`src/rtl/downstream_rmw_arbiter.sv`:
```
// Round-robin arbiter that serialises cancellation feeds onto a single-ported
// per-client RAM, doing one read / saturating add / write per accepted request.
module downstream_rmw_arbiter #(
    parameter int NUM_REQ    = 4,
    parameter int ID_WIDTH   = 5,
    parameter int DATA_WIDTH = 32
) (
    input  logic                           i_clk,
    input  logic                           i_rst,
    input  logic [NUM_REQ-1:0]             i_req_valid,
    input  logic [NUM_REQ*ID_WIDTH-1:0]    i_req_client_id,
    input  logic [NUM_REQ*DATA_WIDTH-1:0]  i_req_amount,
    output logic [NUM_REQ-1:0]             o_req_ready,
    output logic [ID_WIDTH-1:0]            o_ram_addr,
    input  logic [DATA_WIDTH-1:0]          i_ram_read_data,
    output logic [DATA_WIDTH-1:0]          o_ram_write_data,
    output logic                           o_ram_write_enable,
    output logic                           o_upd_valid,
    output logic [ID_WIDTH-1:0]            o_upd_client_id,
    output logic [DATA_WIDTH-1:0]          o_upd_total,
    output logic                           o_upd_saturated,
    output logic                           o_busy
);
    localparam int PTR_W = (NUM_REQ > 1) ? $clog2(NUM_REQ) : 1;

    typedef enum logic [1:0] {
        S_IDLE  = 2'd0,
        S_READ  = 2'd1,
        S_ACC   = 2'd2,
        S_WRITE = 2'd3
    } state_t;

    state_t                r_state;
    state_t                w_state_next;
    logic [PTR_W-1:0]      r_rr_ptr;
    logic [ID_WIDTH-1:0]   r_id;
    logic [DATA_WIDTH-1:0] r_amount;
    logic [DATA_WIDTH-1:0] r_result;
    logic                  r_sat;

    logic [ID_WIDTH-1:0]   w_ids  [NUM_REQ];
    logic [DATA_WIDTH-1:0] w_amts [NUM_REQ];
    logic                  w_grant_found;
    logic [PTR_W-1:0]      w_grant_idx;
    logic [PTR_W:0]        w_cand;
    logic                  w_accept;
    logic [DATA_WIDTH:0]   w_sum;

    genvar gi;
    generate
        for (gi = 0; gi < NUM_REQ; gi++) begin : g_unpack
            assign w_ids[gi]  = i_req_client_id[gi*ID_WIDTH +: ID_WIDTH];
            assign w_amts[gi] = i_req_amount[gi*DATA_WIDTH +: DATA_WIDTH];
        end
    endgenerate

    // Search starts one past the last winner and wraps modulo NUM_REQ.
    always_comb begin
        w_grant_found = 1'b0;
        w_grant_idx   = '0;
        w_cand        = '0;
        for (int k = 0; k < NUM_REQ; k++) begin
            w_cand = {1'b0, r_rr_ptr} + (PTR_W+1)'(k + 1);
            if (w_cand >= (PTR_W+1)'(NUM_REQ)) begin
                w_cand = w_cand - (PTR_W+1)'(NUM_REQ);
            end
            if (!w_grant_found && i_req_valid[w_cand[PTR_W-1:0]]) begin
                w_grant_found = 1'b1;
                w_grant_idx   = w_cand[PTR_W-1:0];
            end
        end
    end

    // No acceptance while reset is held, so nothing transfers into a dropped pipeline.
    assign w_accept = (r_state == S_IDLE) && w_grant_found && !i_rst;
    assign w_sum    = {1'b0, i_ram_read_data} + {1'b0, r_amount};

    always_comb begin
        w_state_next = r_state;
        o_req_ready  = '0;
        o_ram_addr   = r_id;
        case (r_state)
            S_IDLE: begin
                o_ram_addr = '0;
                if (w_accept) begin
                    o_req_ready[w_grant_idx] = 1'b1;
                    o_ram_addr               = w_ids[w_grant_idx];
                    w_state_next             = S_READ;
                end
            end
            S_READ:  w_state_next = S_ACC;
            S_ACC:   w_state_next = S_WRITE;
            S_WRITE: w_state_next = S_IDLE;
            default: w_state_next = S_IDLE;
        endcase
    end

    always_ff @(posedge i_clk or posedge i_rst) begin
        if (i_rst) begin
            r_state  <= S_IDLE;
            r_rr_ptr <= PTR_W'(NUM_REQ - 1);
            r_id     <= '0;
            r_amount <= '0;
            r_result <= '0;
            r_sat    <= 1'b0;
        end else begin
            r_state <= w_state_next;
            case (r_state)
                S_IDLE: begin
                    if (w_accept) begin
                        r_id     <= w_ids[w_grant_idx];
                        r_amount <= w_amts[w_grant_idx];
                        r_rr_ptr <= w_grant_idx;
                    end
                end
                S_ACC: begin
                    r_result <= w_sum[DATA_WIDTH] ? '1 : w_sum[DATA_WIDTH-1:0];
                    r_sat    <= w_sum[DATA_WIDTH];
                end
                default: ;
            endcase
        end
    end

    assign o_ram_write_data   = r_result;
    assign o_ram_write_enable = (r_state == S_WRITE);
    assign o_upd_valid        = (r_state == S_WRITE);
    assign o_upd_client_id    = r_id;
    assign o_upd_total        = r_result;
    assign o_upd_saturated    = r_sat;
    assign o_busy             = (r_state != S_IDLE);

endmodule

```
`config.mk`:
```
export PLATFORM = sky130hd
export DESIGN_NAME = downstream_rmw_arbiter
export DESIGN_NICKNAME = d
export VERILOG_FILES = /design/src/rtl/downstream_rmw_arbiter.sv
export SDC_FILE = /design/constraint.sdc
export NUM_CORES = 1
export LEC_CHECK = 0
export BUFFER_PORTS_ARGS = -buffer_cell sky130_fd_sc_hd__buf_2
export CAP_MARGIN = 25
export CORE_ASPECT_RATIO = 1.25
export CORE_MARGIN = 1.5
export CORE_UTILIZATION = 40
export CTS_CLUSTER_SIZE = 30
export DETAILED_ROUTE_END_ITERATION = 10
export PLACE_DENSITY = 0.74
export SLEW_MARGIN = 20
export SYNTH_ARGS = -nofsm -noshare
export SYNTH_HDL_FRONTEND = slang
export SYNTH_SLANG_ARGS = --single-unit
```
`constraint.sdc`:
```
create_clock -name i_clk -period 3.67 [get_ports i_clk]
set_input_delay 0.734 -clock i_clk [delete_from_list [all_inputs] [get_ports i_clk]]
set_output_delay 0.734 -clock i_clk [all_outputs]
set_load 0.005 [all_outputs]
```
[Yosys cells after proc, flatten, opt, wreduce, memory -nomap -nowiden]
Index checks and enable logic that the tools add are counted.
Storage, ports and cells
  word-level logic and storage cells: 79
  flip-flop bits (word level): 74
  output and inout bits: 82
Cells by class
  reduce and logical (&&, ||, !) cells: 13
  order comparisons: 11
  bitwise operators: 1
  equal/unequal tests: 4
  multiplexer cells: 35
  add/sub/neg operators: 9
Operators with widths (number)
  32-bit two-way mux: 3
  32-bit binary-select mux with 2-bit select: 1
  32-bit by 32-bit adder with 33-bit output: 1
  5-bit two-way mux: 4
  2-bit two-way mux: 9
  3-bit greater-or-equal comparator, second input constant: 5
  2-bit by 3-bit less-than comparator with 1-bit output, second input constant: 5
  5-bit binary-select mux with 2-bit select: 1
  1-bit two-way mux: 9
  1-bit binary-select mux with 2-bit select: 4
  4-bit two-way mux: 2
  2-bit one-hot mux with 4 select lines: 1
  2-bit by 1-bit subtractor with 2-bit output, second input constant: 4
  2-bit by 2-bit adder with 3-bit output, second input constant: 2
  1-bit logical AND: 6
  2-bit equality test, second input constant: 2
  1-bit zero test: 4
  2-bit by 1-bit adder with 3-bit output, second input constant: 1
  2-bit by 3-bit adder with 3-bit output, second input constant: 1
  2-bit inverter with 3-bit output: 1
  1-bit demux with 2-bit select: 1
  2-bit by 1-bit equality test with 1-bit output, second input constant: 1
  2-bit by 1-bit greater-or-equal comparator with 1-bit output, second input constant: 1
  2-bit zero test: 1
  other kinds (3): 3

[Logic depth before layout (Yosys ltp)]
Gate-level depths: netlist (run 1).
  depth in word-level cells: 21
  depth in mapped cells: 12
  gate-level depth less buffers: 11

[Worst setup path before layout (run 1)]
OpenSTA, ideal clock, no wires.
  path type: input to output
  start: input i_rst
  end: output o_ram_addr[0]
  cell stages on the path: 6
  arrival time: 3132 ps
  path buffers: 1
  slack: -196 ps
  cells stage by stage: inv_1 -> nand2_1 -> nor2_1 -> clkbuf_1 -> o211ai_1 -> o21ai_0
Between the ends
  cells in the longest elaborated chain, start to end: 4
Ends and longest elaborated chain
  start, declared: RTL line 9  | input logic i_rst,
  1-bit zero test (no source line)
  1-bit logical AND: RTL line 75  | assign w_accept = (r_state == S_IDLE) && w_grant_found && !i_rst;
  5-bit two-way mux: RTL line 85  | if (w_accept) begin
  5-bit two-way mux: RTL line 82  | case (r_state)
  end, declared: RTL line 14  | output logic [ID_WIDTH-1:0] o_ram_addr,
Every way passes these cells.

[Worst setup path in the final report (run 1)]
  start: input i_ram_read_data[11]
  end: register r_result[12], in the netlist o_ram_write_data[12]
Between the ends
  cells in the longest elaborated chain, start to end: 2
Ends and longest elaborated chain
  start, declared: RTL line 15  | input logic [DATA_WIDTH-1:0] i_ram_read_data,
  32-bit by 32-bit adder with 33-bit output: RTL line 76  | assign w_sum = {1'b0, i_ram_read_data} + {1'b0, r_amount};
  32-bit two-way mux: RTL line 117  | r_result <= w_sum[DATA_WIDTH] ? '1 : w_sum[DATA_WIDTH-1:0];
  end signal, assigned: RTL line 117
  end, declared: RTL line 38  | logic [DATA_WIDTH-1:0] r_result;
Every way passes these cells.
A chain may end at the register's enable or synchronous reset.

==> reports/results.txt, run 1 <==
In this run the critical register-to-register path is captured at o_ram_write_data[12]. The most critical setup path has its endpoint at o_ram_write_data[12]. The via count of the first global-routing pass is 5,858, and the final weighted congestion in routability-driven placement is 0.9162. The first global-routing pass estimated 28,030 um of wire. The post-synth net total came out at 1,010. The run finished with clean final reports. Number of cells traversed by the worst register-to-register path: 12. The logs give 0 for the number of antenna violations at the first check in global routing and 0 for the DRC violation count after routing. The number of buffer and inverter instances along the worst setup path was 2.

The final critical path takes up 89.70% of the cycle. In this run the power density over the cells is 865.1 nW/um^2. The delay contributed by the slowest stage of the critical path is 0.51 ns. In the post-synthesis netlist, the cell with the most instances is nand2_1. The filler cell count in the final layout was 1,397; the mean number of vias per cell was 5.217. Headroom to the max-slew limit came out at 58.73%. The most used flip-flop cell after synthesis is dfrtp_1. The number of enable flip-flop cells after synthesis was 0.

TritonCTS built the clock tree. The net switching power is 2.908 mW. Walking the worst path, the cells encountered are buf_2, ha_1, a2111oi_0, o21ai_0, o2111ai_1, nand2_2, a31oi_4, a311oi_4, nor3_2, o31ai_4, buf_4, o22a_2. The run gives 0 as the diode insertion count for antenna repair. Along the worst path, the maximum fanout reaches 24. In this run switching power makes up 44.16% of total power. The H-tree generated during clock tree synthesis spans 3 levels.

For the setup total negative slack, the log shows 0 ns. Setup repair after global routing left no endpoint under its margin. The clock reaches the later pin of the worst-skew pair after 0.34 ns. The number of hold violations in the final report is 0, and the power share of the sequential group is 23.3%. At the pin with the least slew margin, the transition time is 0.6168 ns. The part of the total power dissipated in the clock network was 15.8%. The largest voltage drop on the vdd net was 493.9 uV; the die area was 15,510 um^2.

Sorting the synthesized cells by how often they occur yields nand2_1, o21ai_0, dfrtp_1. Final-report max-slew violation count: 0. In this run the mean area of a mapped cell was 7.506 um^2. For this design the top-level I/O count stands at 268. Summed over all instances, the cell type with the most area after synthesis is dfrtp_1.

The multi-input combinational cells in the finished layout cover a total of 3577 um^2. Summed over all layers, the routed wires come to 17,690 um. Maximum number of pins on one net before global-route repair: 75.

The first TritonRoute pass finished after 5 iterations. The height of the chip is 138.9 um, and the post-placement cell count is 1,179. The logic depth of the worst path, buffers included works out to 12. The final critical delay including setup and external delays came out at 3.292 ns. After clock tree synthesis, the setup repair step added 0 buffers. Startpoint of the most critical setup path: i_ram_read_data[11]. The global-route total usage across every layer came out at 22.24%. Endpoint kind of the worst setup timing path: a flop. Master cell of the clock root buffer: clkbuf_16. The static leakage came out at 3.932 nW. In this design, the largest share of critical-path delay is due to compound AO/OA/AOI/OAI gates. At the end of the flow, the number of nets in the layout was 1,236.

The horizontal die dimension is 111.7 um. The mapped netlist covers 5907 um^2. After the first detailed-routing iteration, the DRC count stood at 303. The combinational fraction of design power is 61.0%, and the routed wirelength normalized by instance count is 14.79 um.

The number of setup violations in the final report came out at 0. STA classifies the critical path startpoint as a primary input. The run gives 0 as the overall overflow remaining after global route. The logs give 0 for the count of warnings emitted by yosys and 3.676 mW for the cell internal power dissipation. For the final standard cell count with taps included and fillers excluded, the log shows 1,196. The sequential cells in the finished layout cover a total of 1854 um^2.

Static timing analysis puts the maximum clock frequency at 303.8 MHz. Critical register-to-register path startpoint: r_amount[0]. The number of resized instances in the post-cts repair step is 0, and the placeable core region is 14,410 um^2.

The number of nets with antenna violations after routing was 0; the number of placement rows was 49. The logs give 13,720 um for the half-perimeter wire length of the detailed placement result and 0 for the number of buffers added to fix hold violations after cts. After clock tree synthesis, the clock-pin slew on the worst setup and hold paths is 0.06 ns. The number of clock buffers added by TritonCTS is 9. For this configuration, the core starts out at a cell density of 41.00%. Clock tree synthesis found a total of 74 sinks. Among all stages on the critical path, the largest delay is contributed by a2111oi_0. The setup check on the worst reg-to-reg path leaves a slack of 0.42 ns.

For the worst setup path, the data arrival time is 3.51 ns. The number of input and output port buffers inserted was 267; the post-synthesis cell type count was 60. The required time of the critical path was 3.89 ns; the final worst clock skew was 0.01006 ns. From synthesis to final layout, the design area changed by 28.85%.

The synthesized design contains 74 register bits. Synthesis handed over a netlist of 787 instances. The category of the critical setup timing path is in -> reg. Counting along the longest clock path gives a buffer depth of 2. Across all layers, the routed design uses 6,240 vias.

The proportion of netlist area held by the largest area contributor is 30.50%. The proportion of register bits with asynchronous set or reset after synthesis was 100.0%. The path class of the tightest hold or removal check is in -> async. Across the run, the number of max-cap violations was 0. By area the synthesized netlist is led by dfrtp_1, nand2_1, o21ai_0. Sequential cell area fraction in the yosys report: 31.39%. Of the cells placed in the final design, the portion with a size suffix greater than 1 is 34.28%.
sequential cells by signal (all words and copies together) (netlist names):
register,cells
o_ram_write_data,32
o_upd_client_id,5
o_upd_saturated,1
r_amount,32
r_rr_ptr,2
r_state,2
power by group through the flow:
| stage | clock [mW] | sequential (mW) | combinational [mW] |
|---|---|---|---|
| 6_report | 1.04 | 1.53 | 4.01 |
| 5_1_grt | 1.09 | 1.58 | 4.49 |
| 4_1_cts | 1.06 | 1.53 | 4.01 |
| 3_5_place_dp | 0 | 1.54 | 3.99 |
| 3_3_place_gp | 0 | 1.54 | 3.92 |
| 2_1_floorplan | 0 | 1.46 | 2.99 |
cell usage in the layout, fill, tap and decap left out, types with 4 or more instances in the layout:
cell type	instances
o22a_1	5
buf_4	23
o22a_2	24
buf_2	267
nand4_1	5
xor2_1	9
nor2_1	24
ha_1	36
and3_1	4
xnor2_1	15
nand2b_1	6
nor3_1	4
o211ai_1	6
nand2_1	244
a21o_1	12
clkbuf_16	9
a21oi_1	30
o21ai_0	94
nand3_1	47
dfrtp_1	72
inv_1	16
worst min-delay path by stage:
stage	from	end	slack, ns	cells after the start
after floorplan	r_amount[0]	r_amount[0]	0.45	2
after global placement	r_amount[31]	r_amount[31]	0.47	2
after detailed placement	o_upd_saturated	o_upd_saturated	0.47	1
after CTS	o_upd_saturated	o_upd_saturated	0.49	1
after global routing	o_upd_saturated	o_upd_saturated	0.50	1
final	i_rst	o_upd_client_id[0]	0.49	3
logic make-up after synthesis:
logic type / synth area share, %
buf+inv: 8.388
flops: 31.39
xor+xnor: 3.559
compound gates: 23.75
fa+ha+maj: 7.964
simple gates: 24.78
mux: 0.1695
through the flow:
step	utilization [%]	cell area [um^2]	hold WS [ns]	power, mW	setup WS [ns]
final	52.83	7611	0.4850	6.584	0.3782
after global routing	52.83	7611	0.4979	7.158	0.2706
after CTS	52.64	7584	0.4863	6.609	0.3988
after detailed placement	50.19	7231	0.4651	5.533	0.05974
after global placement	50.19	7231	0.4690	5.463	0.1027
after floorplan	-	5911	0.4538	4.445	0.4110
layer usage:
layer  GRT usage [%]  share of wire (%)
met4           10.79                3.8
met3           2.579                4.3
met5               0                  0
met2           36.94                 48
met1           28.71                 44
final cells by class:
type | count | share of cell area [%]
multi-input combinational | 620 | 47.00
sequential | 74 | 24.36
timing repair buffer | 291 | 20.19
clock buffer | 11 | 3.321
tap | 178 | 2.926
clock inverter | 5 | 1.315
inverter | 17 | 0.8877
worst reg2reg max path, cell delays in order, from the launching register on:
cell and delay (ns):
dfrtp_1 0.40, ha_1 0.20, fa_1 0.24, a211o_1 0.19, a21oi_2 0.08, or4_4 0.56
nand2_2 0.10, a31oi_4 0.11, a311oi_4 0.27, nor3_2 0.09, o31ai_4 0.38, buf_4 0.35
o22a_2 0.21
(Power assumes the default switching activity.)
==> inputs of run 2 (changes only) <==
--- a/config.mk
+++ b/config.mk
@@ -9,10 +9,11 @@
 export CAP_MARGIN = 25
 export CORE_ASPECT_RATIO = 1.25
 export CORE_MARGIN = 1.5
-export CORE_UTILIZATION = 40
+export CORE_UTILIZATION = 44
 export CTS_CLUSTER_SIZE = 30
 export DETAILED_ROUTE_END_ITERATION = 10
-export PLACE_DENSITY = 0.74
+export PLACE_DENSITY = 0.85
+export REMOVE_ABC_BUFFERS = 1
 export SLEW_MARGIN = 20
 export SYNTH_ARGS = -nofsm -noshare
 export SYNTH_HDL_FRONTEND = slang
==> run 2 against run 1 <==
Final area fell by 2.3%. Worst hold slack got worse by 0.0059 ns. Wire length fell by 7.1%. Clock power fell by 26%. Final cell count fell by 1.3%. Largest power group unchanged. Fmax fell by 2.3%. Register-to-register slack improved by 0.07 ns. Clock skew fell by 0.0017 ns.
==> reports/results.txt, run 2 (synthesis gave the netlist of run 1 again) <==
The fraction of power spent switching nets was 45.45% (was 44.16%). The tools report the critical register-to-register path startpoint as r_amount[1] (was r_amount[0]). The number of input and output port buffers inserted is 267 (unchanged), and the final standard cell count with taps included and fillers excluded is 1,180 (was 1,196). For the timing-limited maximum frequency, the log shows 296.9 MHz (was 303.8 MHz). The mean number of vias per cell is 5.270 (was 5.217), and the number of buffers added to fix hold violations after cts is 0 (unchanged).

Type of element launching the critical path: a flop (was a primary input). For the half-perimeter wire length of the detailed placement result, the log shows 12,960 um (was 13,720 um). The tools report the number of setup violations in the final report as 0 (unchanged). Commonest non-fill, non-tap cells in the layout: buf_2, nand2_1, o21ai_0 (unchanged).

The combinational fraction of design power is 63.4% (was 61.0%). The logs give 74 (unchanged) for the CTS sink count and 6,219 (was 6,240) for the via count of the routed design. The tools report the number of H-tree levels as 3 (unchanged).

The number of antenna violations at the first check in global routing was 4 (was 0). The register area is 1854 um^2 (unchanged), and the DRC violation count after routing is 0 (unchanged). The final clock period utilization by the worst path is 91.79% (was 89.70%), and the filler cell count in the final layout is 1,266 (was 1,397). The run gives 0 (unchanged) as the final-report max-slew violation count. The fraction of layout instances using a drive strength above 1 is 33.27% (was 34.28%). The part of the total power dissipated in the clock network was 12.5% (was 15.8%). The endpoint kind of the worst setup timing path was an output pin (was a flop). The logs give 0.9661 (was 0.9162) for the final weighted congestion in routability-driven placement and 0.008348 ns (was 0.01006 ns) for the final worst clock skew. The number of stages on the worst hold path was 1; the number of nets at the end of the flow was 1,225 (was 1,236). The logs give 75 (unchanged) for the maximum number of pins on one net before global-route repair and 5 (unchanged) for the length of the first detailed-routing pass in iterations. The I/O pin total is 268 (unchanged). The run gives 5,647 (was 5,858) as the via count of the first global-routing pass. The tools report the master cell of the clock root buffer as clkbuf_16 (unchanged). The power share of the sequential group is 24.2% (was 23.3%), and the post-placement cell count is 1,161 (was 1,179).

The worst path arrival time was 2.63 ns (was 3.51 ns); the starting density of the core was 44.84% (was 41.00%). The final critical delay including setup and external delays is 3.369 ns (was 3.292 ns). The hold path startpoint is o_upd_saturated. The height of the chip works out to 132.5 um (was 138.9 um). For hold timing, the worst endpoint is o_upd_saturated.

The horizontal die dimension was 106.6 um (was 111.7 um); the number of nets with antenna violations after routing was 0 (unchanged). The power per standard cell area was 834.1 nW/um^2 (was 865.1 nW/um^2). The overall overflow remaining after global route was 0 (unchanged); the setup total negative slack was 0 ns (unchanged).

The logs give 3.836 nW (was 3.932 nW) for the static leakage and 3577 um^2 (unchanged) for the combined area of the multi-input logic cells. The area growth from synthesis to layout was 25.84% (was 28.85%); the cell area after placement was 7149 um^2 (was 7231 um^2). The reg-to-reg critical path endpoint was o_ram_write_data[25] (was o_ram_write_data[12]). The clock network latency to the later pin of the worst-skew pair came out at 0.33 ns (was 0.34 ns). The tools report the net switching power as 2.818 mW (was 2.908 mW).

The tools report the final non-filler cell area as 7433 um^2 (was 7611 um^2). For the starting DRC count in detailed routing, the log shows 279 (was 303). The placeable core region is 13,170 um^2 (was 14,410 um^2). The number of buffers inserted to repair setup after CTS was 0 (unchanged); the number of buffers on the longest clock path was 2 (unchanged). Final worst hold slack: 0.4791 ns (was 0.4850 ns). The flow ran to the end, and the final reports show no timing, DRC or antenna violations. The max capacitance violation total is 0 (unchanged), and the worst slew margin relative to its limit is 42.55% (was 58.73%). TritonCTS built the clock tree. Biggest fanout along the worst timing path: 34 (was 24).

The run gives 26,610 um (was 28,030 um) as the wire length of the first global-routing pass. The largest voltage drop on the vdd net is 408.4 uV (was 493.9 uV), and the slack of the worst reg-to-reg path is 0.49 ns (was 0.42 ns). The cell internal power dissipation was 3.382 mW (was 3.676 mW); the clock transition at the registers of the reported paths was 0.06 ns (about the same). The slew at the pin closest to its max-slew limit came out at 0.8539 ns (was 0.6168 ns). For the die area, the log shows 14,130 um^2 (was 15,510 um^2). Leading cell type in the layout, fill and taps excluded: buf_2 (unchanged). The run gives 0 (unchanged) as the number of resized instances in the post-cts repair step. Category of the critical setup timing path: reg -> out (was in -> reg). The class of the most critical hold timing path was reg -> reg (was in -> async).

The number of cells traversed by the worst register-to-register path was 10 (was 12); the total length of routed wires was 16,430 um (was 17,690 um). Required time of the critical path: 2.94 ns (was 3.89 ns). Number of placement rows: 47 (was 49). Setup repair after global routing left no endpoint under its margin.

The routed wirelength normalized by instance count is 13.92 um (was 14.79 um). The tools report the number of buffers inserted during clock tree synthesis as 9 (unchanged). The run gives 0 (unchanged) as the number of hold violations in the final report. The tools report the global-route total usage across every layer as 23.22% (was 22.24%).
==> run 2: stage by stage <==
| stage | total power [mW] | setup WS (ns) | util, % |
|---|---|---|---|
| floorplan | 4.152 | -1.071 | - |
| global placement | 5.333 | 0.2124 | 54.27 |
| detailed placement | 5.428 | 0.1286 | 54.27 |
| CTS | 6.224 | 0.2243 | 56.24 |
| global route | 6.812 | 0.07516 | 56.43 |
| finish | 6.200 | 0.3013 | 56.43 |
==> run 2: layer usage <==
layer  up-vias  GRT usage (%)  wire length [um]
li1       3132              -                 -
met1      2823          31.47              7291
met2       224          37.32              7778
met3        36          3.645               940
met4         4          8.519               391
met5         -              0                26
==> run 2: worst max-delay path by stage <==
stage | start | to | slack [ns] | depth (start not counted)
4_1_cts | r_rr_ptr[0] | o_req_ready[0] | 0.22 | 6
3_5_place_dp | i_ram_read_data[0] | o_ram_write_data[2] | 0.13 | 13
6_report | r_rr_ptr[0] | o_ram_addr[1] | 0.30 | 9
3_3_place_gp | i_ram_read_data[3] | o_ram_write_data[6] | 0.21 | 12
5_1_grt | r_rr_ptr[0] | o_ram_addr[3] | 0.08 | 9
2_1_floorplan | i_req_valid[2] | o_ram_addr[0] | -1.07 | 8
==> run 2: cell type report <==
type	instances	area share, %
clock inverter	4	0.3030
tap	171	2.878
inverter	17	0.8753
antenna	2	0.06733
multi-input combinational	620	48.12
clock buffer	12	3.181
timing repair buffer	280	19.63
sequential	74	24.95
==> run 2: power groups by stage <==
stage                     Clock, mW  Combinational [mW]  Sequential [mW]
after global placement            0                3.83             1.50
after floorplan                   0                2.67             1.48
after detailed placement          0                3.91             1.52
after CTS                     0.790                3.93             1.50
after global routing          0.823                4.44             1.55
final                         0.773                3.93             1.50
==> run 2: critical path, stage by stage (launching register included) <==
cell      delay (ns)
dfstp_2         0.54
inv_1           0.06
a22o_1          0.19
a221oi_1        0.55
nor2_4          0.29
nand2_1         0.16
nand2_1         0.06
o211ai_1        0.17
o21ai_0         0.12
buf_2           0.15
==> inputs of run 3 (changes only) <==
==> constraint.sdc (replaced) <==
create_clock -name i_clk -period 2.9 [get_ports i_clk]
set_input_delay 0.58 -clock i_clk [delete_from_list [all_inputs] [get_ports i_clk]]
set_output_delay 0.58 -clock i_clk [all_outputs]
set_load 0.005 [all_outputs]
==> run 3 against run 2 <==
Clock skew about the same. Worst setup slack lost 0.43 ns. Largest cell class unchanged. Core utilization grew 4.4 points. Largest power group unchanged. Worst hold slack improved by 0.0012 ns. First-iteration DRC count increased by 5.4%. The run now ends with setup timing left. Global-route usage is 1.6 points higher. Power rose by 41%. Final area rose by 7.8%. Critical endpoint is now o_ram_write_data[25]. Via count increased by 5.3%. Flip-flop and latch count stayed put.
==> reports/results.txt, run 3 (synthesis gave the netlist of run 1 again) <==
For the starting DRC count in detailed routing, the log shows 294 (was 279). The length of the first detailed-routing pass in iterations came out at 5 (unchanged). The setup total negative slack is -0.9665 ns (was 0 ns), and the overall overflow remaining after global route is 0 (unchanged).

The half-perimeter wire length of the detailed placement result was 13,500 um (was 12,960 um). Category of the critical setup timing path: reg -> reg (was reg -> out). The met3 demand-to-capacity share in global routing was 3.300% (was 3.645%); the mean number of vias per cell was 5.269 (was 5.270). The leading cell type in the layout, fill and taps excluded was buf_2 (unchanged).

The logs give 0 (unchanged) for the max capacitance violation total and 6,549 (was 6,219) for the via count of the routed design. The number of H-tree levels is 3 (unchanged), and the total design power is 8.717 mW (was 6.200 mW). The tools report the number of placement rows as 47 (unchanged).

Endpoint kind of the worst setup timing path: a flop (was an output pin). The DRC violation count after routing came out at 0 (unchanged). The height of the chip came out at 132.5 um (unchanged).

Type of element launching the critical path: a flop (unchanged). For the worst path arrival time, the log shows 3.24 ns (was 2.63 ns). Commonest non-fill, non-tap cells in the layout: buf_2, nand2_1, o21ai_0 (unchanged). The static leakage was 4.164 nW (was 3.836 nW); the biggest fanout along the worst timing path was 4 (was 34).

For the slack of the worst reg-to-reg path, the log shows -0.13 ns (was 0.49 ns). The run gives 1,243 (was 1,180) as the final standard cell count with taps included and fillers excluded. Post-placement cell count: 1,212 (was 1,161). The final worst clock skew is 0.008036 ns (was 0.008348 ns), and the horizontal die dimension is 106.6 um (unchanged). The logs give 31.96% (was 31.47%) for the met1 usage and 74 (unchanged) for the CTS sink count. Class of the most critical hold timing path: reg -> reg (unchanged). The tools report the final setup slack of the worst path as -0.1258 ns (was 0.3013 ns). The met2 global-route usage was 41.03% (was 37.32%). The tools report the number of buffers on the longest clock path as 2 (unchanged).

The largest voltage drop on the vdd net was 533.7 uV (was 408.4 uV). The logs give 3.11 ns (was 2.94 ns) for the required time of the critical path and 6,131 (was 5,647) for the via count of the first global-routing pass. Setup repair after global routing could not meet its margin everywhere. The power per standard cell area is 1088 nW/um^2 (was 834.1 nW/um^2), and the area growth from synthesis to layout is 35.65% (was 25.84%). The die area came out at 14,130 um^2 (unchanged).

The number of input and output port buffers inserted was 267 (unchanged); the total length of routed wires was 17,660 um (was 16,430 um). The fraction of power spent switching nets is 43.95% (was 45.45%), and the final-report max-slew violation count is 0 (unchanged). The run gives 21.7% (was 24.2%) as the power share of the sequential group.

The I/O pin total came out at 268 (unchanged). For the worst slew margin relative to its limit, the log shows 39.52% (was 42.55%). The logs give 0.8580 (was 0.9661) for the final weighted congestion in routability-driven placement and 24.81% (was 23.22%) for the global-route total usage across every layer. The run gives 9 (unchanged) as the number of buffers inserted during clock tree synthesis.

The tools report the maximum number of pins on one net before global-route repair as 75 (unchanged). The tools report the end of the worst hold path as o_upd_saturated (unchanged). The tools report the critical register-to-register path startpoint as r_amount[0] (was r_amount[1]). The hold path startpoint was o_upd_saturated (unchanged).

Master cell of the clock root buffer: clkbuf_16 (unchanged). The reg-to-reg critical path endpoint was o_ram_write_data[25] (unchanged). The number of cells traversed by the worst register-to-register path works out to 13 (was 10). TritonCTS built the clock tree. The run gives 32 (was 0) as the number of setup violations in the final report. The cell internal power dissipation is 4.886 mW (was 3.382 mW). The tools report the placeable core region as 13,170 um^2 (unchanged).

The tools report the part of the total power dissipated in the clock network as 12.9% (was 12.5%). The most utilized layer in the global route result is met2 (unchanged). The slew at the pin closest to its max-slew limit is 0.9072 ns (was 0.8539 ns).

The run finished, with violations left. The clock transition at the registers of the reported paths works out to 0.06 ns (about the same). The final critical delay including setup and external delays was 3.026 ns; the number of hold violations in the final report was 0 (unchanged).

The tools report the final worst hold slack as 0.4804 ns (was 0.4791 ns). The clock network latency to the later pin of the worst-skew pair came out at 0.34 ns (was 0.33 ns). The number of nets at the end of the flow was 1,288 (was 1,225); the number of stages on the worst hold path was 1 (unchanged). The fraction of layout instances using a drive strength above 1 is 38.32% (was 33.27%). The checks that failed: setup timing. Based on the critical path, the design can be clocked at up to 330.5 MHz. The run gives 0 (unchanged) as the number of nets with antenna violations after routing. The run gives 65.4% (was 63.4%) as the combinational fraction of design power. The net switching power is 3.831 mW (was 2.818 mW), and the final clock period utilization by the worst path is 104.3%.

The run gives 4 (unchanged) as the number of antenna violations at the first check in global routing. For the wire length of the first global-routing pass, the log shows 28,460 um (was 26,610 um). The routed wirelength normalized by instance count is 14.21 um (was 13.92 um), and the starting density of the core is 44.84% (unchanged). Post-placement setup slack: -0.4524 ns (was 0.1286 ns).
==> run 3: cell types whose count changed in the layout (fill, tap and decap cells not counted), moves of 4 or more <==
cell / previous run / this run
o21ai_0: 94 / 88
buf_4: 11 / 72
o21ai_1: 1 / 7
buf_6: 0 / 4
==> run 3: power groups by stage <==
stage | Combinational [mW] | Clock (mW) | Sequential (mW)
6_report | 5.70 | 1.12 | 1.89
5_1_grt | 6.35 | 1.18 | 1.95
4_1_cts | 5.64 | 1.14 | 1.90
3_5_place_dp | 5.40 | 0 | 1.91
3_3_place_gp | 5.27 | 0 | 1.89
2_1_floorplan | 3.38 | 0 | 1.88
==> run 3: per-layer routing <==
layer / part of all wire [%] / routed length [um]
met3: 5.5 / 979
met2: 48 / 8515
met4: 3.5 / 623
met1: 43 / 7525
met5: 0.096 / 17
==> run 3: critical path, stage by stage (launching register included) <==
cell and delay, ns:
dfrtp_1 0.42, ha_2 0.21, fa_2 0.35, a211o_1 0.29, a21oi_2 0.19, buf_4 0.14, or4_4 0.12, nand2_4 0.05
a31oi_4 0.19, a311oi_4 0.14, nor3_4 0.19, o31ai_4 0.11, buf_4 0.16, o32a_1 0.34
==> run 3: area by class of cell <==
class	instances	area, um^2
Antenna cell	2	5.005
Clock buffer	11	242.7
Clock inverter	5	61.31
Fill cell	1214	5160
Inverter	17	65.06
Multi-Input combinational cell	620	3649
Sequential cell	74	1854
Tap cell	171	214.0
Timing Repair Buffer	343	1922
==> run 3: how the worst max path moves through the flow <==
stage / startpoint / end / slack [ns] / cells after the start
global placement: i_ram_read_data[1] / o_ram_write_data[25] / -0.38 / 11
CTS: r_amount[0] / o_ram_write_data[25] / -0.10 / 12
floorplan: i_req_valid[2] / o_ram_addr[0] / -1.53 / 8
global route: r_amount[0] / o_ram_write_data[25] / -0.20 / 13
finish: r_amount[0] / o_ram_write_data[25] / -0.13 / 13
detailed placement: i_ram_read_data[1] / o_ram_write_data[25] / -0.45 / 11
==> run 3: through the flow <==
stage,instance area [um^2],util [%]
global route,8013,60.83
detailed placement,7532,57.18
finish,8013,60.83
global placement,7532,57.18
CTS,7970,60.51
floorplan,5475,-
==> run 3: timing repair <==
item | 4_1_cts | 5_1_grt
buffers inserted | 10 | 6
pin swaps | 10 | 23
gates resized for setup | 9 | 17
setup endpoints to repair | 38 | 41
cloned | 1 | 0
hold buffers | 0 | 0
